--- config.mk ---
export PLATFORM = sky130hd
export DESIGN_NAME = bcd_field_scanner
export DESIGN_NICKNAME = d
export VERILOG_FILES = /design/src/rtl/bcd_field_scanner.sv
export SDC_FILE = /design/constraint.sdc
export NUM_CORES = 1
export LEC_CHECK = 0
export BUFFER_PORTS_ARGS = -buffer_cell sky130_fd_sc_hd__buf_2
export CAP_MARGIN = 5
export CORE_MARGIN = 4
export CORE_UTILIZATION = 50
export CTS_CLUSTER_DIAMETER = 60
export DETAILED_ROUTE_END_ITERATION = 10
export HOLD_SLACK_MARGIN = 0.12
export PLACE_DENSITY = 0.75
export SETUP_SLACK_MARGIN = 0.15
export SYNTH_ARGS = -nofsm -noshare
export SYNTH_HDL_FRONTEND = slang
export SYNTH_SLANG_ARGS = --single-unit
export TNS_END_PERCENT = 100
--- constraint.sdc ---
create_clock -name clk -period 4.3 [get_ports clk]
set_input_delay 0.645 -clock clk [delete_from_list [all_inputs] [get_ports clk]]
set_output_delay 0.645 -clock clk [all_outputs]
set_load 0.02 [all_outputs]
--- src/rtl/bcd_field_scanner.sv ---
// bcd_field_scanner: frame-synchronous snapshot and valid/ready streamer of packed two-digit BCD fields
//   Optional macro BCD_CHECK_EN: maps non-BCD nibbles to 4'hF and adds bcd_err.
//   Ports: clk, reset (async active-low), frame_start pulse, fields (NUM_FIELDS x 8 bit BCD),
//          cursor_en/cursor_sel (blink target), out_valid/out_ready handshake, out_sel/out_dec/out_uni beat,
//          out_blank (cursor blink), out_last (final field), busy, overrun (frame_start while busy)
module bcd_field_scanner #(
  parameter int NUM_FIELDS   = 9,
  parameter int SEL_W        = 4,
  parameter int BLINK_FRAMES = 30
) (
  input  logic                    clk,
  input  logic                    reset,
  input  logic                    frame_start,
  input  logic [NUM_FIELDS*8-1:0] fields,
  input  logic                    cursor_en,
  input  logic [SEL_W-1:0]        cursor_sel,
  output logic                    out_valid,
  input  logic                    out_ready,
  output logic [SEL_W-1:0]        out_sel,
  output logic [3:0]              out_dec,
  output logic [3:0]              out_uni,
  output logic                    out_blank,
  output logic                    out_last,
  output logic                    busy,
`ifdef BCD_CHECK_EN
  output logic                    bcd_err,
`endif
  output logic                    overrun
);
  localparam int CW = $clog2(BLINK_FRAMES + 1);
  localparam logic [1:0] IDLE = 2'd0, SNAP = 2'd1, SCAN = 2'd2;
  localparam logic [SEL_W-1:0] LAST = SEL_W'(NUM_FIELDS - 1);
  localparam logic [CW-1:0] BLINK_MAX = CW'(BLINK_FRAMES - 1);
  logic [1:0] state_q, state_d;
  logic [SEL_W-1:0] idx_q, idx_d;
  logic [7:0] snap_q [NUM_FIELDS];
  logic [7:0] cur;
  logic pending_q, pending_d, overrun_q, phase_q, phase_d;
  logic [CW-1:0] blink_q, blink_d;
  logic accept, last_acc, go_snap;
  assign busy      = state_q != IDLE;
  assign out_valid = state_q == SCAN;
  assign out_sel   = idx_q;
  assign out_last  = out_valid && idx_q == LAST;
  assign overrun   = overrun_q;
  assign cur       = snap_q[idx_q];
  // idx_q never leaves 0..NUM_FIELDS-1, so an out-of-range cursor_sel can never match
  assign out_blank = cursor_en && cursor_sel == idx_q && phase_q;
`ifdef BCD_CHECK_EN
  assign out_dec = cur[7:4] > 4'd9 ? 4'hF : cur[7:4];
  assign out_uni = cur[3:0] > 4'd9 ? 4'hF : cur[3:0];
  assign bcd_err = out_valid && (cur[7:4] > 4'd9 || cur[3:0] > 4'd9);
`else
  assign out_dec = cur[7:4];
  assign out_uni = cur[3:0];
`endif
  always_comb begin
    accept    = out_valid && out_ready;
    last_acc  = accept && idx_q == LAST;
    // a frame pulse coinciding with the final accept is served like a pending one
    go_snap   = (state_q == IDLE && frame_start) || (last_acc && (pending_q || frame_start));
    state_d   = go_snap ? SNAP : state_q == SNAP ? SCAN : last_acc ? IDLE : state_q;
    idx_d     = go_snap ? '0 : (accept && !last_acc) ? idx_q + 1'b1 : idx_q;
    pending_d = !go_snap && (pending_q || (frame_start && busy));
    blink_d   = !frame_start ? blink_q : blink_q == BLINK_MAX ? '0 : blink_q + 1'b1;
    phase_d   = phase_q ^ (frame_start && blink_q == BLINK_MAX);
  end
  always_ff @(posedge clk or negedge reset) begin
    if (!reset) begin
      state_q   <= IDLE;
      idx_q     <= '0;
      pending_q <= 1'b0;
      overrun_q <= 1'b0;
      blink_q   <= '0;
      phase_q   <= 1'b0;
      for (int k = 0; k < NUM_FIELDS; k++) snap_q[k] <= '0;
    end else begin
      state_q   <= state_d;
      idx_q     <= idx_d;
      pending_q <= pending_d;
      overrun_q <= frame_start && busy;
      blink_q   <= blink_d;
      phase_q   <= phase_d;
      if (go_snap)
        for (int k = 0; k < NUM_FIELDS; k++) snap_q[k] <= fields[8*k +: 8];
    end
  end
endmodule

==> metrics.txt <==
Crit Path Max Fanout 19; fraction of synthesized area in multiplexers 28.9%; Synth Flop Type dfrtp_1; asr flop ratio synth 100%; Starting DRT DRC Count 63; YS warnings 0; CP endpoint out_uni[1]; Post-Route WL 8.83 mm; Tmin final 3.29 ns; fraction of layout cells with a size suffix above 1 48.0%; Reg2Reg Setup Slack 1.58 ns; RR Startpoint out_sel[0]; R2R Path End snap_q[0]; simple-gate share of the synthesized area 6.38%; Post-Place Setup Slack 1.37 ns; Synth top area share 53.0%; die width 98.1 µm; register area share after synthesis 53.0%; first-pass GRT wire length 14.6 mm; routability cong. 0.761; Post-CTS Hold Buffers 0; Register Area 2150 µm²; Arr. time, crit path 2.65 ns; largest family of logic cells by synthesized area multiplexers; post-synthesis xor/xnor area fraction 1.08%; Pleak 2.23 nW; Worst setup EP type output pin; WL met3 514 µm; IO Count 98; clk_lat worst skew 0.36 ns; Slew @ Worst Pin 1.07 ns; DR top layer met4; Synth Cell Area 4060 µm²; nets 476; met2 wire length 4.18 mm; Unique masters post-synth 37; hpwl dp 6.38 mm; largest net degree at the start of global routing 87; core area 7810 µm²; antenna viol nets, final 0; RSZ-0062 raised after global routing no; Initial Utilization 52.0%; adder and majority cell fraction of the synthesized area 1.23%; setup TNS 0 ns; initial antenna violation count 0; period utilization 76.6%; CP required 3.65 ns; site row count 32; CTS tree done; Post-synth EDFFs 0; Setup Skew 0.0118 ns; Met1 Wirelength 4.03 mm; IO buf count 97; filler instances 649; Post-CTS Resized 0; Avg Cell Area, Syn 13.7 µm²; startpoint types flop; clk slew on worst S/H paths 0.09 ns; Max Cap Viol 0; CTS H-tree lvls 3; Fmax achieved 304 MHz; drt pass-1 iters 4; Setup Viol. Count Final 0; area of the multi-input gates 1770 µm²; die area 9620 µm²; setup slack after layout 1.01 ns; DR vias 2689; Die H 98.1 µm; Final Max Slew Viols 0; Worst Hold Class flop to flop; Num CTS Buffers 9; Power Density 709 nW/µm²; Compound-Gate Fraction of Synth Area 6.04%; Synth Instances 297; Slew HR 28.6%; GR Overflow Total 0; # DRC 0; via/cell ratio 5.40; Hold Violations, Final 0; top post-synthesis cells by area dfrtp_1 (53%), mux2_2 (17%), mux2_1 (6.9%); vias in the first global route 2966; Syn Nets 382; status finished, final reports clean; gr usage total 19.2%; Avg WL per Cell 17.7 µm; Max VDD drop 0.278 mV; Ant. Diodes 0; CTS root buf clkbuf_8; CTS Buffer Depth 2; CP startpoint out_sel[0]; Synth-to-Final Area Change 17.3%; Setup Crit Path Kind flop to output pin; number of synthesized register bits 86; cells on worst reg2reg path 6; Clock Sinks 86; leading area contributor after synthesis dfrtp_1; Setup Buffers After CTS 0
==> layout by cell type, fill, tap and decap left out, drive strengths merged <==
cell type,n
buf,100
mux2,88
dfrtp,86
nor2,17
nand2,11
o22ai,9
clkbuf,9
inv,9
mux4,8
o31ai,8
o21ai,8
nand3,4
xor2,4
a21oi,4
ha,4
nand2b,3
and3b,2
a22o,2
or4,2
clkinvlp,2
nand3b,2
clkinv,2
nor2b,1
nor4b,1
and2,1
a211oi,1
xnor2,1
nor4,1
o32ai,1
and4,1
and3,1
a21o,1
nand4,1
o41ai,1
==> per-layer routing <==
layer | GRT usage (%) | up-vias
li1 | - | 1263
met1 | 26.5 | 1338
met3 | 4.50 | 9
met2 | 30.1 | 79
met4 | 6.18 | 0
met5 | 0 | -
==> state kept, by name, indices dropped and copies added (netlist names) <==
signal,count
phase_q,1
state_q,2
blink_q,5
pending_q,1
out_sel,4
snap_q,72
overrun,1
==> critical path, cell delays in order (launching register included) <==
cell	delay [ns]
dfrtp_1	0.73
buf_4	0.37
nor4b_2	0.74
nand2_1	0.12
o31ai_1	0.11
buf_2	0.22
==> through the flow <==
step	instance area [µm²]	util (%)	std cells	hold slack [ns]	total power [W]
after floorplan	4060	-	297	0.349	0.00247
after global placement	4580	58.7	482	0.456	0.00282
after detailed placement	4580	58.7	482	0.461	0.00288
after CTS	4760	61.0	498	0.478	0.00341
after global routing	4760	61.0	498	0.484	0.00361
final	4760	61.0	498	0.468	0.00338
==> logic make-up (layout without fill, tap and decap cells) <==
group,after synthesis,in the layout
flip-flops,86,86
multiplexers,96,96
buffers and inverters,23,122
AND/OR/NAND/NOR,48,48
XOR/XNOR,5,5
adder cells (fa/ha/maj),4,4
AO/OA/AOI/OAI,35,35
==> cells in the mapped netlist (6+ instances only) <==
cell     number
o31ai_1       8
mux2_2       63
o21ai_0       8
mux2_1       25
o22ai_1       9
nand2_1      11
dfrtp_1      86
inv_1         6
mux4_2        8
nor2_1       17
==> where the power goes <==
part | total [W] | internal [W] | leakage [nW] | switching [W]
Clock | 0.000519 | 0.000216 | 0.0866 | 0.000304
Sequential | 0.00153 | 0.00120 | 1.06 | 0.000325
Combinational | 0.00133 | 0.000730 | 1.08 | 0.000601
==> final cells by class <==
| type | count | area share [%] |
|---|---|---|
| repair buffers | 100 | 10.7 |
| well taps | 102 | 2.68 |
| clock buffers | 9 | 2.60 |
| inverters | 6 | 0.473 |
| clock inverters | 7 | 1.16 |
| multi-input cells | 188 | 37.2 |
| flip-flops and latches | 86 | 45.2 |
==> worst min path at each step <==
stage	from	endpoint	slack, ns	cells past startpoint
2_1_floorplan	reset	blink_q[0]	0.35	0
3_5_place_dp	phase_q	phase_q	0.46	1
6_report	phase_q	phase_q	0.47	1
3_3_place_gp	phase_q	phase_q	0.46	1
4_1_cts	phase_q	phase_q	0.48	1
5_1_grt	fields[58]	snap_q[10]	0.48	2
Power figures use the tool's default switching activity.
